$ cat config.mk
export PLATFORM = sky130hd
export DESIGN_NAME = reg_file_seq_flat
export DESIGN_NICKNAME = d
export VERILOG_FILES = /design/src/rtl/reg_file_seq_if.sv /design/src/rtl/reg_file_seq.sv /design/src/flat_wrapper.sv
export SDC_FILE = /design/constraint.sdc
export NUM_CORES = 1
export LEC_CHECK = 0
export BUFFER_PORTS_ARGS = -buffer_cell sky130_fd_sc_hd__buf_2
export CORE_MARGIN = 5
export CORE_UTILIZATION = 30
export DETAILED_ROUTE_END_ITERATION = 7
export PLACE_DENSITY = 0.5
export SYNTH_ARGS = -nofsm -noshare
export SYNTH_HDL_FRONTEND = slang
export SYNTH_SLANG_ARGS = --single-unit
$ cat constraint.sdc
create_clock -name clk -period 2.9 [get_ports clk]
set_input_delay 0.29 -clock clk [delete_from_list [all_inputs] [get_ports clk]]
set_output_delay 0.29 -clock clk [all_outputs]
set_load 0.005 [all_outputs]
$ cat src/rtl/reg_file_seq_if.sv
// Command and register-file bus between the control unit, the sequencer and
// the 8x16 register file. The sequencer takes the slave side; the control unit
// and the register file together form the master side.
interface reg_file_seq_if #(
  parameter int DW = 16,
  parameter int AW = 3
);
  logic          cmd_valid;
  logic          cmd_ready;
  logic [2:0]    cmd_op;
  logic [AW-1:0] cmd_dst;
  logic [AW-1:0] cmd_src_a;
  logic [AW-1:0] cmd_src_b;
  logic [DW-1:0] cmd_imm;
  logic [AW-1:0] rf_rd_addr_a;
  logic [AW-1:0] rf_rd_addr_b;
  logic [DW-1:0] rf_d_out_a;
  logic [DW-1:0] rf_d_out_b;
  logic          rf_wr;
  logic [AW-1:0] rf_wr_addr;
  logic [DW-1:0] rf_d_in;
  logic          done;
  logic [DW-1:0] result;
  logic          carry;
  logic          zero;

  modport master (
    output cmd_valid, cmd_op, cmd_dst, cmd_src_a, cmd_src_b, cmd_imm,
    output rf_d_out_a, rf_d_out_b,
    input  cmd_ready, rf_rd_addr_a, rf_rd_addr_b, rf_wr, rf_wr_addr, rf_d_in,
    input  done, result, carry, zero
  );

  modport slave (
    input  cmd_valid, cmd_op, cmd_dst, cmd_src_a, cmd_src_b, cmd_imm,
    input  rf_d_out_a, rf_d_out_b,
    output cmd_ready, rf_rd_addr_a, rf_rd_addr_b, rf_wr, rf_wr_addr, rf_d_in,
    output done, result, carry, zero
  );
endinterface

$ cat src/rtl/reg_file_seq.sv
// Command sequencer for the 8x16 register file: runs one command at a time
// and is the only writer of the file.
//
// state | meaning
// IDLE  | cmd_ready high, waiting for a command
// READ  | source registers on the read ports, operands captured at cycle end
// WR1   | first (usually only) write of the command
// WR2   | second write of SWAP (src_b <- old src_a)
// CLEAR | writing zero to register clr_cnt, eight cycles
// DONE  | one-cycle done pulse, status outputs valid
module reg_file_seq #(
  parameter int DW = 16,
  parameter int AW = 3
) (
  input logic          clk,
  input logic          reset,
  reg_file_seq_if.slave bus
);

  localparam logic [2:0] OP_NOP  = 3'd0;
  localparam logic [2:0] OP_LDI  = 3'd1;
  localparam logic [2:0] OP_MOV  = 3'd2;
  localparam logic [2:0] OP_ADD  = 3'd3;
  localparam logic [2:0] OP_SUB  = 3'd4;
  localparam logic [2:0] OP_AND  = 3'd5;
  localparam logic [2:0] OP_SWAP = 3'd6;
  localparam logic [2:0] OP_CLR  = 3'd7;

  typedef enum logic [2:0] {
    S_IDLE, S_READ, S_WR1, S_WR2, S_CLEAR, S_DONE
  } state_t;

  state_t        state, state_nxt;
  logic [2:0]    op_q;
  logic [AW-1:0] dst_q, src_a_q, src_b_q, clr_cnt;
  logic [DW-1:0] imm_q, opa, opb, result_q;
  logic          carry_q, zero_q;
  logic          accept;
  logic [DW:0]   sum;
  logic [DW-1:0] wr1_data;
  logic          wr1_carry;

  assign accept = (state == S_IDLE) && bus.cmd_valid;
  assign sum    = {1'b0, opa} + {1'b0, opb};

  // Read ports always show the latched sources so READ needs no extra setup.
  assign bus.rf_rd_addr_a = src_a_q;
  assign bus.rf_rd_addr_b = src_b_q;
  assign bus.result       = result_q;
  assign bus.carry        = carry_q;
  assign bus.zero         = zero_q;

  // First-write data and carry/borrow for the latched opcode.
  always_comb begin
    wr1_data  = '0;
    wr1_carry = 1'b0;
    case (op_q)
      OP_LDI:  wr1_data = imm_q;
      OP_MOV:  wr1_data = opa;
      OP_ADD:  begin wr1_data = sum[DW-1:0]; wr1_carry = sum[DW]; end
      OP_SUB:  begin wr1_data = opa - opb;   wr1_carry = (opa < opb); end
      OP_AND:  wr1_data = opa & opb;
      OP_SWAP: wr1_data = opb;
      default: wr1_data = '0;
    endcase
  end

  // State register.
  always_ff @(posedge clk or negedge reset) begin
    if (!reset) state <= S_IDLE;
    else        state <= state_nxt;
  end

  // Next-state decode.
  always_comb begin
    state_nxt = state;
    case (state)
      S_IDLE: begin
        if (accept) begin
          case (bus.cmd_op)
            OP_NOP:  state_nxt = S_DONE;
            OP_LDI:  state_nxt = S_WR1;
            OP_CLR:  state_nxt = S_CLEAR;
            default: state_nxt = S_READ;
          endcase
        end
      end
      S_READ:  state_nxt = S_WR1;
      S_WR1:   state_nxt = (op_q == OP_SWAP) ? S_WR2 : S_DONE;
      S_WR2:   state_nxt = S_DONE;
      S_CLEAR: state_nxt = (clr_cnt == {AW{1'b1}}) ? S_DONE : S_CLEAR;
      S_DONE:  state_nxt = S_IDLE;
      default: state_nxt = S_IDLE;
    endcase
  end

  // Outputs decoded from state only, so reset drops rf_wr without a clock.
  always_comb begin
    bus.cmd_ready  = 1'b0;
    bus.rf_wr      = 1'b0;
    bus.rf_wr_addr = dst_q;
    bus.rf_d_in    = '0;
    bus.done       = 1'b0;
    case (state)
      S_IDLE: bus.cmd_ready = 1'b1;
      S_WR1: begin
        bus.rf_wr      = 1'b1;
        bus.rf_wr_addr = (op_q == OP_SWAP) ? src_a_q : dst_q;
        bus.rf_d_in    = wr1_data;
      end
      S_WR2: begin
        bus.rf_wr      = 1'b1;
        bus.rf_wr_addr = src_b_q;
        bus.rf_d_in    = opa;
      end
      S_CLEAR: begin
        bus.rf_wr      = 1'b1;
        bus.rf_wr_addr = clr_cnt;
      end
      S_DONE: bus.done = 1'b1;
      default: ;
    endcase
  end

  // Command latch, operand capture, clear counter and status registers.
  always_ff @(posedge clk or negedge reset) begin
    if (!reset) begin
      op_q     <= '0;
      dst_q    <= '0;
      src_a_q  <= '0;
      src_b_q  <= '0;
      imm_q    <= '0;
      opa      <= '0;
      opb      <= '0;
      clr_cnt  <= '0;
      result_q <= '0;
      carry_q  <= 1'b0;
      zero_q   <= 1'b0;
    end else begin
      case (state)
        S_IDLE: begin
          if (accept) begin
            op_q    <= bus.cmd_op;
            dst_q   <= bus.cmd_dst;
            src_a_q <= bus.cmd_src_a;
            src_b_q <= bus.cmd_src_b;
            imm_q   <= bus.cmd_imm;
            clr_cnt <= '0;
          end
        end
        S_READ: begin
          opa <= bus.rf_d_out_a;
          opb <= bus.rf_d_out_b;
        end
        S_WR1: begin
          result_q <= wr1_data;
          carry_q  <= wr1_carry;
          zero_q   <= (wr1_data == '0);
        end
        S_WR2: begin
          result_q <= opa;
          carry_q  <= 1'b0;
          zero_q   <= (opa == '0);
        end
        S_CLEAR: begin
          clr_cnt  <= clr_cnt + 1'b1;
          result_q <= '0;
          carry_q  <= 1'b0;
          zero_q   <= 1'b1;
        end
        default: ;
      endcase
    end
  end

endmodule

$ cat src/flat_wrapper.sv
// flat-port wrapper written by rule: the top's interface ports become plain ports
module reg_file_seq_flat 
#(
  parameter int DW = 16,
  parameter int AW = 3
)
  (clk, reset, bus_cmd_valid, bus_cmd_op, bus_cmd_dst, bus_cmd_src_a, bus_cmd_src_b, bus_cmd_imm, bus_rf_d_out_a, bus_rf_d_out_b, bus_cmd_ready, bus_rf_rd_addr_a, bus_rf_rd_addr_b, bus_rf_wr, bus_rf_wr_addr, bus_rf_d_in, bus_done, bus_result, bus_carry, bus_zero);
  reg_file_seq_if #(.DW(DW), .AW(AW)) bus_i ();
  input logic clk;
  input logic reset;
  input wire logic [$bits(bus_i.cmd_valid)-1:0] bus_cmd_valid;
  input wire logic [$bits(bus_i.cmd_op)-1:0] bus_cmd_op;
  input wire logic [$bits(bus_i.cmd_dst)-1:0] bus_cmd_dst;
  input wire logic [$bits(bus_i.cmd_src_a)-1:0] bus_cmd_src_a;
  input wire logic [$bits(bus_i.cmd_src_b)-1:0] bus_cmd_src_b;
  input wire logic [$bits(bus_i.cmd_imm)-1:0] bus_cmd_imm;
  input wire logic [$bits(bus_i.rf_d_out_a)-1:0] bus_rf_d_out_a;
  input wire logic [$bits(bus_i.rf_d_out_b)-1:0] bus_rf_d_out_b;
  output wire logic [$bits(bus_i.cmd_ready)-1:0] bus_cmd_ready;
  output wire logic [$bits(bus_i.rf_rd_addr_a)-1:0] bus_rf_rd_addr_a;
  output wire logic [$bits(bus_i.rf_rd_addr_b)-1:0] bus_rf_rd_addr_b;
  output wire logic [$bits(bus_i.rf_wr)-1:0] bus_rf_wr;
  output wire logic [$bits(bus_i.rf_wr_addr)-1:0] bus_rf_wr_addr;
  output wire logic [$bits(bus_i.rf_d_in)-1:0] bus_rf_d_in;
  output wire logic [$bits(bus_i.done)-1:0] bus_done;
  output wire logic [$bits(bus_i.result)-1:0] bus_result;
  output wire logic [$bits(bus_i.carry)-1:0] bus_carry;
  output wire logic [$bits(bus_i.zero)-1:0] bus_zero;
  assign bus_i.cmd_valid = bus_cmd_valid;
  assign bus_i.cmd_op = bus_cmd_op;
  assign bus_i.cmd_dst = bus_cmd_dst;
  assign bus_i.cmd_src_a = bus_cmd_src_a;
  assign bus_i.cmd_src_b = bus_cmd_src_b;
  assign bus_i.cmd_imm = bus_cmd_imm;
  assign bus_i.rf_d_out_a = bus_rf_d_out_a;
  assign bus_i.rf_d_out_b = bus_rf_d_out_b;
  assign bus_cmd_ready = bus_i.cmd_ready;
  assign bus_rf_rd_addr_a = bus_i.rf_rd_addr_a;
  assign bus_rf_rd_addr_b = bus_i.rf_rd_addr_b;
  assign bus_rf_wr = bus_i.rf_wr;
  assign bus_rf_wr_addr = bus_i.rf_wr_addr;
  assign bus_rf_d_in = bus_i.rf_d_in;
  assign bus_done = bus_i.done;
  assign bus_result = bus_i.result;
  assign bus_carry = bus_i.carry;
  assign bus_zero = bus_i.zero;
  reg_file_seq #(.DW(DW), .AW(AW)) u_core (.clk(clk), .reset(reset), .bus(bus_i));
endmodule
==> flow_summary.ini <==
[outcome]
status = finished with violations
violations = negative setup slack

[grt]
grt_remaining_overflow = 0
grt_pass1_vias = 6375
grt_pass1_wl_mm = 36.0
grt_max_degree = 50
track_usage = 0.191
antenna_found_initial = 1

[cells_and_area]
stdcell_count = 1174
layout_common_cells = 132 x buf_4, 107 x buf_2, 81 x dfrtp_1, 66 x nor2_1, 55 x nand2_1
drive_above_1_share = 0.462
area_growth_pct = 43.6
layout_commonest_cell = buf_4
num_antenna_cells = 0
fillers = 1948
finish.utilization = 0.438
finalNetCount = 998

[logic_synthesis]
yosys_warnings = 0
synth_edf_count = 0
synth-main-ff-cell = dfrtp_1
postSynthAreaPerCell_um2 = 9.07
ys_seq_area_frac = 0.341
yosysUniqueCellTypes = 78
synth_nets = 779
syn_area_mm2 = 0.00617
syn_inst = 680
async_flop_share = 1.00
ys_seq_elements = 84

[setup_path]
max_stage_delay_ns = 0.43
cpMaxStageDelayCell = dfrtp_1
path_max_fanout = 3
crit_type = flop to output pin
crit_path_cell_trace = ha_4, fa_2, nand2b_4, a2111o_1, a211oi_2, o21ai_1, o2bb2ai_2, a221o_1, a21o_1, mux2i_1, nor2_1, buf_2
arrival_ns = 3.14
critPathLaunchType = flop
endpoint_kind = output pin
cp_data_required_time_ns = 2.61

[run]
maxCapViolations = 0

[route]
via_per_inst = 5.27
vias = 6188
drc = 0
drt_wl_total_mm = 22.6
drt_iter0_drc = 339
wire_per_inst_um = 19.2
drt_first_pass_iters = 5
drtAntennaViolNets = 0

[clock_network]
clock_path_buffers = 2
cts_buffers = 9
clockRootBuffer = clkbuf_16
clk_pin_slew_ns = 0.07
insertion_delay_ns = 0.35
clock-sinks = 84
cts.htree.levels = 3
cts_tree = done

[floorplan]
ios = 109
rows = 52
core_area_mm2 = 0.0202
die_x_um = 153
die_area_mm2 = 0.0235
start_util = 0.305
die_y_um = 153

[place]
dp.cells = 1125
gp_congestion = 0.890
portBuffers = 108
dp_hpwl_mm = 17.1
dp_slack_ns = -0.296

[sta]
min_period_ns = 3.43
setup_viol = 14
slew_headroom = 0.585
fmax_mhz = 292
period_share = 1.18
finalHoldViolCount = 0
slew_violations = 0
rsz0062_at_grt = true
tightest_slew_ns = 0.623
finalWorstSetupSlack_ns = -0.525
fin_worst_skew_ns = 0.00572
holdWs_ns = 0.138

[hold_path]
hold_class = input pin to flop
[metal layers]
layer / track usage / wire length, µm / vias up
li1: - / - / 2954
met1: 0.269 / 10500 / 3028
met2: 0.305 / 10600 / 183
met3: 0.0334 / 1130 / 21
met4: 0.0450 / 321 / 2
met5: 0 / 13 / -
[synthesized netlist by cell type (10+ instances only)]
library cell,n,share of area
nor3_1,14,0.011
nand2_1,56,0.034
a221oi_1,20,0.028
inv_1,32,0.019
nor2b_1,10,0.010
mux2_2,47,0.086
o22ai_1,11,0.011
nor2_1,68,0.041
a21oi_1,25,0.020
dfrtp_1,84,0.34
a21o_1,10,0.012
mux2i_1,31,0.050
o21ai_0,45,0.037
clkbuf_1,32,0.019
ha_1,34,0.069
[cell families after synthesis]
group                    after synthesis  synth area share
flip-flops                            84             0.341
AND/OR/NAND/NOR                      196             0.152
XOR/XNOR                               1           0.00142
adder cells (fa/ha/maj)               36            0.0755
multiplexers                          78             0.136
AO/OA/AOI/OAI                        204             0.236
buffers and inverters                 81            0.0588
[metrics by stage]
step | instance area (µm²) | setup TNS [ns]
2_1_floorplan | 6170 | 0
3_3_place_gp | 7700 | -2.15
3_5_place_dp | 7700 | -2.17
4_1_cts | 8560 | -5.11
5_1_grt | 8850 | -6.73
6_report | 8850 | -4.87
[path summary, 6_finish.rpt]
path / start / cells past startpoint / end / slack, ns
max: u_core.opb[0]$_DFFE_PN0P_ / 12 / bus_rf_d_in[14] / -0.53
min: bus_rf_d_out_b[3] / 3 / u_core.opb[3]$_DFFE_PN0P_ / 0.14
max reg2reg: u_core.opb[0]$_DFFE_PN0P_ / 12 / u_core.bus.zero$_DFFE_PN0P_ / -0.18
min reg2reg: u_core.bus.result[2]$_DFFE_PN0P_ / 1 / u_core.bus.result[2]$_DFFE_PN0P_ / 0.47
max in group asynchronous: reset / 3 / u_core.bus.result[9]$_DFFE_PN0P_ / 1.72
min in group asynchronous: reset / 2 / u_core.imm_q[7]$_DFFE_PN0P_ / 0.49
[area by class of cell]
type                            instances  area (µm²)  share of cell area
Tap cell                              270         338              0.0382
Clock inverter                          7        82.6             0.00933
Clock buffer                            9         225              0.0254
Multi-Input combinational cell        515        4250               0.480
Inverter                               34         128              0.0144
Sequential cell                        84        2110               0.238
Timing Repair Buffer                  255        1720               0.195
[worst max-delay path: cells and delay by family (launching register included)]
kind	cells	cell delay, ns
and+or+nand+nor	2	0.13
buffers and inverters	1	0.13
muxes	1	0.19
AOI/OAI and AO/OA	6	1.50
DFF	1	0.43
adders and majority gates	2	0.41
[registers in the layout, indices dropped and copies added, names as in the netlist]
| name | count |
|---|---|
| u_core.bus.result | 16 |
| u_core.imm_q | 16 |
| u_core.opa | 16 |
| u_core.opb | 16 |
| u_core.bus.rf_rd_addr_a | 3 |
| u_core.bus.rf_rd_addr_b | 3 |
| u_core.clr_cnt | 3 |
| u_core.dst_q | 3 |
| u_core.op_q | 3 |
| u_core.state | 3 |
| u_core.bus.carry | 1 |
| u_core.bus.zero | 1 |
[repair_timing]
action	CTS	global route
endpoints found under the hold margin	42	0
gates resized for setup	80	53
pin swaps	40	40
hold buffers	1	0
setup buffers	20	17
endpoints found under the setup margin	19	24
gates cloned	0	0
Power is left out: the tool's default activity adds up to more than one toggle a clock period on the data nets, which glitch-free logic cannot reach.
